**src/rtl/gpu_cmd_queue.sv**
```systemverilog
// CPU-to-GPU command queue: buffers validated command/parameter pairs and
// streams them on cpuline in fixed 3-cycle frames, with 2-cycle zero idle slots.
//
// Write handshake: a pair transfers on a rising edge when wr_en=1 and wr_ready=1.
// wr_ready depends on count only. A write with wr_ready=0 is dropped and sets
// err_ovf. A write with an illegal code or an out-of-range parameter is dropped
// and sets err_ill.
module gpu_cmd_queue #(
  parameter int DEPTH = 8
) (
  input  logic        clk,
  input  logic        reset,
  input  logic        wr_en,
  input  logic [15:0] wr_cmd,
  input  logic [15:0] wr_param,
  input  logic        err_clr,
  output logic        wr_ready,
  output logic [15:0] cpuline,
  output logic [6:0]  count,
  output logic        busy,
  output logic        err_ovf,
  output logic        err_ill,
  output logic [2:0]  dbg_state_o
);

  localparam int PW = $clog2(DEPTH);

  typedef enum logic [2:0] {
    S_IDLE0 = 3'd0,
    S_IDLE1 = 3'd1,
    S_CMD   = 3'd2,
    S_PARAM = 3'd3,
    S_GAP   = 3'd4
  } state_e;

  state_e state_q, state_d;

  logic [PW-1:0] wr_ptr_q, wr_ptr_d;
  logic [PW-1:0] rd_ptr_q, rd_ptr_d;
  logic [6:0]    count_q, count_d;
  logic [15:0]   cpuline_q, cpuline_d;
  logic          busy_q, busy_d;
  logic          err_ovf_q, err_ovf_d;
  logic          err_ill_q, err_ill_d;

  logic [15:0] cmd_mem   [DEPTH];
  logic [15:0] param_mem [DEPTH];

  logic cmd_known;
  logic range_bad;
  logic legal;
  logic ovf_evt;
  logic ill_evt;
  logic accept;
  logic pop;
  logic boundary;

  assign wr_ready = (count_q != 7'(DEPTH));

  always_comb begin
    cmd_known = (wr_cmd >= 16'h00C0) && (wr_cmd <= 16'h00C6);
    range_bad = ((wr_cmd == 16'h00C3) && (wr_param > 16'd24)) ||
                ((wr_cmd == 16'h00C4) && (wr_param > 16'd39));
    legal     = cmd_known && !range_bad;
    ovf_evt   = wr_en && !wr_ready;
    ill_evt   = wr_en && !legal;
    accept    = wr_en && wr_ready && legal;
    pop       = (state_q == S_PARAM);
    boundary  = (state_q == S_IDLE1) || (state_q == S_GAP);
  end

  // Slot sequencer: boundaries look at the count before this edge's write lands.
  always_comb begin
    state_d = state_q;
    case (state_q)
      S_IDLE0: state_d = S_IDLE1;
      S_CMD:   state_d = S_PARAM;
      S_PARAM: state_d = S_GAP;
      S_IDLE1,
      S_GAP:   state_d = (count_q != 7'd0) ? S_CMD : S_IDLE0;
      default: state_d = S_GAP;
    endcase
    if (!boundary && (state_q != S_IDLE0) && (state_q != S_CMD) &&
        (state_q != S_PARAM)) begin
      state_d = S_GAP;
    end
  end

  // The head entry is only retired after its parameter has gone out.
  always_comb begin
    wr_ptr_d = wr_ptr_q;
    rd_ptr_d = rd_ptr_q;
    count_d  = count_q;
    if (accept) begin
      wr_ptr_d = wr_ptr_q + PW'(1);
    end
    if (pop) begin
      rd_ptr_d = rd_ptr_q + PW'(1);
    end
    case ({accept, pop})
      2'b10:   count_d = count_q + 7'd1;
      2'b01:   count_d = count_q - 7'd1;
      default: count_d = count_q;
    endcase
  end

  always_comb begin
    cpuline_d = 16'h0000;
    case (state_d)
      S_CMD:   cpuline_d = cmd_mem[rd_ptr_q];
      S_PARAM: cpuline_d = param_mem[rd_ptr_q];
      default: cpuline_d = 16'h0000;
    endcase
    busy_d = (count_d != 7'd0) ||
             ((state_d != S_IDLE0) && (state_d != S_IDLE1));
  end

  // A new error in the same cycle as err_clr wins.
  always_comb begin
    err_ovf_d = err_ovf_q;
    err_ill_d = err_ill_q;
    if (err_clr) begin
      err_ovf_d = 1'b0;
      err_ill_d = 1'b0;
    end
    if (ovf_evt) begin
      err_ovf_d = 1'b1;
    end
    if (ill_evt) begin
      err_ill_d = 1'b1;
    end
  end

  always_ff @(posedge clk or negedge reset) begin
    if (!reset) begin
      state_q   <= S_GAP;
      wr_ptr_q  <= '0;
      rd_ptr_q  <= '0;
      count_q   <= 7'd0;
      cpuline_q <= 16'h0000;
      busy_q    <= 1'b0;
      err_ovf_q <= 1'b0;
      err_ill_q <= 1'b0;
    end else begin
      state_q   <= state_d;
      wr_ptr_q  <= wr_ptr_d;
      rd_ptr_q  <= rd_ptr_d;
      count_q   <= count_d;
      cpuline_q <= cpuline_d;
      busy_q    <= busy_d;
      err_ovf_q <= err_ovf_d;
      err_ill_q <= err_ill_d;
    end
  end

  always_ff @(posedge clk) begin
    if (accept) begin
      cmd_mem[wr_ptr_q]   <= wr_cmd;
      param_mem[wr_ptr_q] <= wr_param;
    end
  end

  assign cpuline     = cpuline_q;
  assign count       = count_q;
  assign busy        = busy_q;
  assign err_ovf     = err_ovf_q;
  assign err_ill     = err_ill_q;
  assign dbg_state_o = state_q;

endmodule

```
**config.mk**
```make
export PLATFORM = sky130hd
export DESIGN_NAME = gpu_cmd_queue
export DESIGN_NICKNAME = d
export VERILOG_FILES = /design/src/rtl/gpu_cmd_queue.sv
export SDC_FILE = /design/constraint.sdc
export NUM_CORES = 1
export LEC_CHECK = 0
export BUFFER_PORTS_ARGS = -buffer_cell sky130_fd_sc_hd__buf_4
export CAP_MARGIN = 20
export CORE_ASPECT_RATIO = 0.75
export CORE_MARGIN = 1.5
export CORE_UTILIZATION = 40
export CTS_CLUSTER_SIZE = 30
export DETAILED_ROUTE_END_ITERATION = 8
export PLACE_DENSITY = 0.58
export SYNTH_ARGS = -nofsm -noshare
export SYNTH_HDL_FRONTEND = slang
export SYNTH_SLANG_ARGS = --single-unit
```
**constraint.sdc**
```tcl
create_clock -name clk -period 5.68 [get_ports clk]
set_input_delay 1.704 -clock clk [delete_from_list [all_inputs] [get_ports clk]]
set_output_delay 1.704 -clock clk [all_outputs]
set_load 0.01 [all_outputs]
```
# After elaboration in Yosys (flattened, before gate mapping)
# Memory sizes are Yosys's and may differ from the RTL's.
# Cells that the tools add are included.
# totals
reg_bits	35
latchBits	0
mem_bits_rw	256
romBits	0
elab_cells	69
n_memories	2
# op_classes
add_sub_neg	4
multipliers	0
div	0
n_lt_le_gt_ge	4
n_eq_ne	14
n_shift	0
mux	10
n_bitwise	0
reduce_logical	27
# mem_list
name	depth	word_bits	rd	rd_clocked_by_memory_dff	write_ports	line_no	source
cmd_mem	8	16	1	0	1	46	logic [15:0] cmd_mem [DEPTH];
param_mem	8	16	1	0	1	47	logic [15:0] param_mem [DEPTH];
# op_table
operator	count
equality test 16 x 8 -> 1 bit, second input constant	2
one-hot mux 16 bit (2 select lines)	1
>= comparator 16 x 8 -> 1 bit, second input constant	1
greater-than comparator 16 x 5 -> 1 bit, second input constant	1
greater-than comparator 16 x 6 -> 1 bit, second input constant	1
less-or-equal comparator 16 x 8 -> 1 bit, second input constant	1
one-hot mux 7 bit (2 select lines)	1
nonzero test 7 bit	2
equality test 3 x 2 -> 1 bit, second input constant	4
logical AND 1 bit	12
one-hot mux 3 bit (3 select lines)	1
adder 7 x 1 -> 7 bit, second input constant	1
!= test 7 x 4 -> 1 bit, second input constant	1
subtractor 7 x 1 -> 7 bit, second input constant	1
adder 3 x 1 -> 3 bit, second input constant	2
!= test 3 x 2 -> 1 bit, second input constant	2
nonzero test 3 bit	2
2-to-1 mux 1 bit	5
zero test 1 bit	4
nonzero test 2 bit	2
equality test 3 x 1 -> 1 bit, second input constant	1
equality test 3 bit, second input constant	1
zero test 3 bit	1
logical OR 1 bit	3
other kinds (6)	6

# Longest topological paths before layout
# depth
word_depth	10
mapped_depth	14

# Worst setup path after synthesis
# No wires, ideal clock.
# synth_timing
kind	input to register
startpoint	input wr_param[9]
endpoint	memory cmd_mem[5][0] (enable)
setup_time_ns	0.468
arrival_ns	5.504
t_required_ns	5.212
setup_slack_ns	-0.292
path_stages	6
path_buffers	0
cell_sequence	or4_1 nor3_1 a311o_1 nand4_1 or2_2 nor3b_1
# synth_via
elab_chain_len	8
word_cells_on_any_way	10
cone_classes	2 x order compare; 2 x mux; 6 x reduce/logical
# synth_lines
element	line_no	source
from (decl)	15	input logic [15:0] wr_param,
greater-than comparator 16 x 5 -> 1 bit / greater-than comparator 16 x 6 -> 1 bit (equally long branches)	62, 63	
logical AND 1 bit, on equally long branches	62, 63	
logical OR 1 bit *	62	range_bad = ((wr_cmd == 16'h00C3) && (wr_param > 16'd24)) ||
zero test 1 bit *	64	legal = cmd_known && !range_bad;
logical AND 1 bit *	64	
logical AND 1 bit *	67	accept = wr_en && wr_ready && legal;
2-to-1 mux 1 bit *	157	if (accept) begin
2-to-1 mux 1 bit (implied by the code) *	158	cmd_mem[wr_ptr_q] <= wr_cmd;
to (decl)	46	
# Mark *: on every way between the ends. The rest lies on a longest branch, timed or not.

# Final worst setup path
# layout_timing
startpoint	input wr_param[9]
endpoint	register busy_q, in the netlist busy
# layout_via
elab_chain_len	10
word_cells_on_any_way	13
cone_classes	2 x order compare; 2 x eq/ne; 1 x mux; 8 x reduce/logical
# layout_lines
element	line_no	source
greater-than comparator 16 x 5 -> 1 bit / greater-than comparator 16 x 6 -> 1 bit (equally long branches)	62, 63	
logical AND 1 bit, on equally long branches	62, 63	
logical OR 1 bit *	62	
zero test 1 bit *	64	
logical AND 1 bit *	64	
logical AND 1 bit *	67	
equality test 2 x 1 -> 1 bit / equality test 2 bit (equally long branches)	100	case ({accept, pop})
one-hot mux 7 bit (2 select lines) *	100	
via count_d[6]	40	logic [6:0] count_q, count_d;
nonzero test 7 bit *	114	busy_d = (count_d != 7'd0) ||
logical OR 1 bit *	114	
via busy_d	42	logic busy_q, busy_d;
to (signal assigned)	150	busy_q <= busy_d;
to (decl)	42	
# Mark *: on every way through the listed nets, which the timed path passes. The rest lies on a longest branch.
# A chain may end at the register's enable or synchronous reset.

==> impl_metrics.toml <==
[status]
status = "completed"

[sta]
finalHoldViolations = 0
clock_skew_ns = 0.00852
tightest_slew_ns = 0.945
fin_crit_ns = 4.74
finalSetupTns_ns = 0
rsz0062_at_grt = "false"
layout_worst_path_cycle_share_pct = 83.5
slew_violations = 0
max_freq_mhz = 211
finalSetupViolCount = 0
maxSlewHeadroom_pct = 37.0

[layout]
n_antenna_cell = 0
fin_cells = 1042
drive_above_1_share_pct = 33.2
fin_util_pct = 47.9
nNetsFinal = 676
syn2layout_area_growth_pct = 18.0

[clock_tree]
htreeDepth = 1
cts_inserted_buffers = 28
clock_latency_ns = 0.54
numClockSinks = 291
clk_pin_slew_ns = 0.07
cts_root_buf = "clkbuf_16"
cts_hold_buf = 0
ctsResizeCount = 0
post-cts-setup-buffers = 0
clock_path_buffers = 3
cts_tree = "done"

[setup_path]
crit_type = "input port to register"
cp_data_required_time_ns = 6.09
start_kind = "input port"
critPathMaxFanout = 9
crit_arrival_ns = 5.15
critPathCaptureType = "register"

[logic_synthesis]
synth_edf_count = 256
synth.distinct_cells = 49
syn_avg_cell_area_um2 = 20.6
ys_seq_area_share_pct = 75.5
synthCells = 550
synth_flop_cell = "edfxtp_1"
ys_ff_latch = 291
async_flop_share_pct = 12.0
syn_area_um2 = 11300
syn_nets = 591
ys_warn_count = 0

[routing]
viasPerCell = 5.46
totalWireLength_um = 24500
via_count = 5688
drt_iter0_markers = 428
ant_nets = 0
dr.pass1.iters = 5
routedWlPerCell_um = 23.5
drc = 0

[placement]
io_buffer_count = 65
place_inst = 990
hpwl_um = 14800
gp_congestion = 0.756

[worst_hold_path]
hold_path_class = "register to register"

[die]
initial_utilization_pct = 40.6
die_w_um = 198
rows = 53
core_um2 = 28000
die_h_um = 149
die-area_um2 = 29400
ios = 66

[global_route]
grt_pass1_vias = 5763
grt_usage_pct = 17.1
grt_pass1_wl_um = 36700
grt_max_degree = 45
antenna_found_initial = 0
grt_overflow = 0

[power]
power-per-cell-area_nw_per_um2 = 443
worst_ir_drop_vdd_uv = 234
p_leak_nw = 4.43

[job]
drv_cap = 0
==> Yosys cell counts, drive strengths merged, types with 2 or more instances <==
cell type | number | area share, %
nand2 | 14 | 0.49
clkbuf | 14 | 0.46
o21ai | 4 | 0.18
xnor2 | 6 | 0.46
nor3b | 4 | 0.26
edfxtp | 256 | 68
and3b | 4 | 0.31
buf | 15 | 0.71
nand2b | 3 | 0.17
nand4 | 2 | 0.11
nor2 | 16 | 0.53
mux2 | 3 | 0.30
dfrtp | 34 | 7.5
a31oi | 2 | 0.11
xor2 | 5 | 0.39
maj3 | 2 | 0.19
inv | 6 | 0.20
a21oi | 5 | 0.22
nor4 | 6 | 0.46
or2 | 2 | 0.11
nor2b | 3 | 0.17
mux4 | 64 | 13
mux2i | 33 | 2.9
or4 | 2 | 0.13
nor3 | 5 | 0.26
o22ai | 20 | 1.1
ha | 5 | 0.55
==> layout by cell type, fill, tap and decap left out, types with 3 or more instances in the layout <==
cell,netlist,routed
and3b_1,4,4
clkinvlp_4,0,5
clkbuf_8,0,6
buf_4,1,80
nor2_4,0,4
inv_1,6,6
nor4_1,5,5
dfrtp_1,34,31
a21oi_1,5,5
clkinv_2,0,7
o21ai_0,4,4
edfxtp_1,256,256
nor2_1,16,12
mux2_2,3,3
mux4_2,64,64
clkbuf_16,0,29
o22ai_1,20,20
xnor2_1,6,6
buf_12,0,4
nand2b_1,3,3
xor2_1,5,5
mux2i_1,33,33
nor2b_1,3,3
ha_1,5,5
nand2_1,13,13
==> area by class of cell <==
cell class / count / area [um^2]
fill: 2336 / 14600
clock inverter: 15 / 115
clock buffer: 37 / 816
inverter: 6 / 22.5
sequential: 291 / 8570
timing repair buffer: 84 / 681
tap: 385 / 482
multi-input combinational: 224 / 2710
==> through the flow <==
step                power [mW]  hold WS [ns]  area [um^2]  setup WS, ns
finish                    5.94         0.514        13400         0.939
global route              6.19         0.569        13400         0.697
CTS                       6.01         0.513        13400         0.973
detailed placement        4.16         0.497        12500         0.408
global placement          4.13         0.490        12400         0.413
floorplan                 3.65         0.476        11400         0.655
==> worst paths after layout <==
kind	start	endpoint	cells past startpoint	slack, ns
setup / recovery	wr_param[9]	busy$_DFF_PN0_	14	0.94
hold / removal	wr_ptr_q[0]$_DFFE_PN0P_	wr_ptr_q[0]$_DFFE_PN0P_	2	0.51
setup reg to reg	count[0]$_DFF_PN0_	busy$_DFF_PN0_	11	1.94
hold reg to reg	wr_ptr_q[0]$_DFFE_PN0P_	wr_ptr_q[0]$_DFFE_PN0P_	2	0.51
max in group asynchronous	reset	rd_ptr_q[0]$_DFFE_PN0P_	1	4.16
min in group asynchronous	reset	err_ovf$_DFFE_PN0P_	1	1.13
==> where the power goes <==
group,switching [mW],internal (mW)
Clock,0.790,1.06
Sequential,0.250,2.42
Combinational,0.671,0.751
==> worst max-delay path: stages <==
cell and delay, ns:
buf_4 0.14, or4_1 0.51, nor3_1 0.23, a311o_1 0.27, nand4_1 0.14, ha_1 0.25
xor2_1 0.14, ha_1 0.21, nor4_1 0.06, nor4_1 0.53, and3b_1 0.25, o21bai_1 0.08
xnor2_1 0.14, or4b_1 0.49
==> cells by family (layout without fill, tap and decap cells) <==
kind of cell	count (synthesis)	in the layout	share of synthesized area, %
fa+ha+maj	7	7	0.739
buf+inv	35	142	1.37
mux	100	100	15.9
flops	291	291	75.5
xor+xnor	11	11	0.849
simple gates	65	65	3.27
compound gates	41	41	2.40
==> state kept, by name, summed over array words and instances, names as in the netlist <==
name / cells
busy: 1
cmd_mem: 128
count: 7
cpuline: 16
dbg_state_o: 3
err_ill: 1
err_ovf: 1
param_mem: 128
rd_ptr_q: 3
wr_ptr_q: 3
==> routing by layer <==
| metal | wire [um] | track usage [%] | up-vias |
|---|---|---|---|
| li1 | - | - | 2443 |
| met5 | 0 | 0 | - |
| met4 | 518 | 4.05 | 0 |
| met3 | 1760 | 3.17 | 40 |
| met2 | 11600 | 27.4 | 226 |
| met1 | 10600 | 24.4 | 2979 |
No activity file was read; power rests on OpenSTA's default activity.
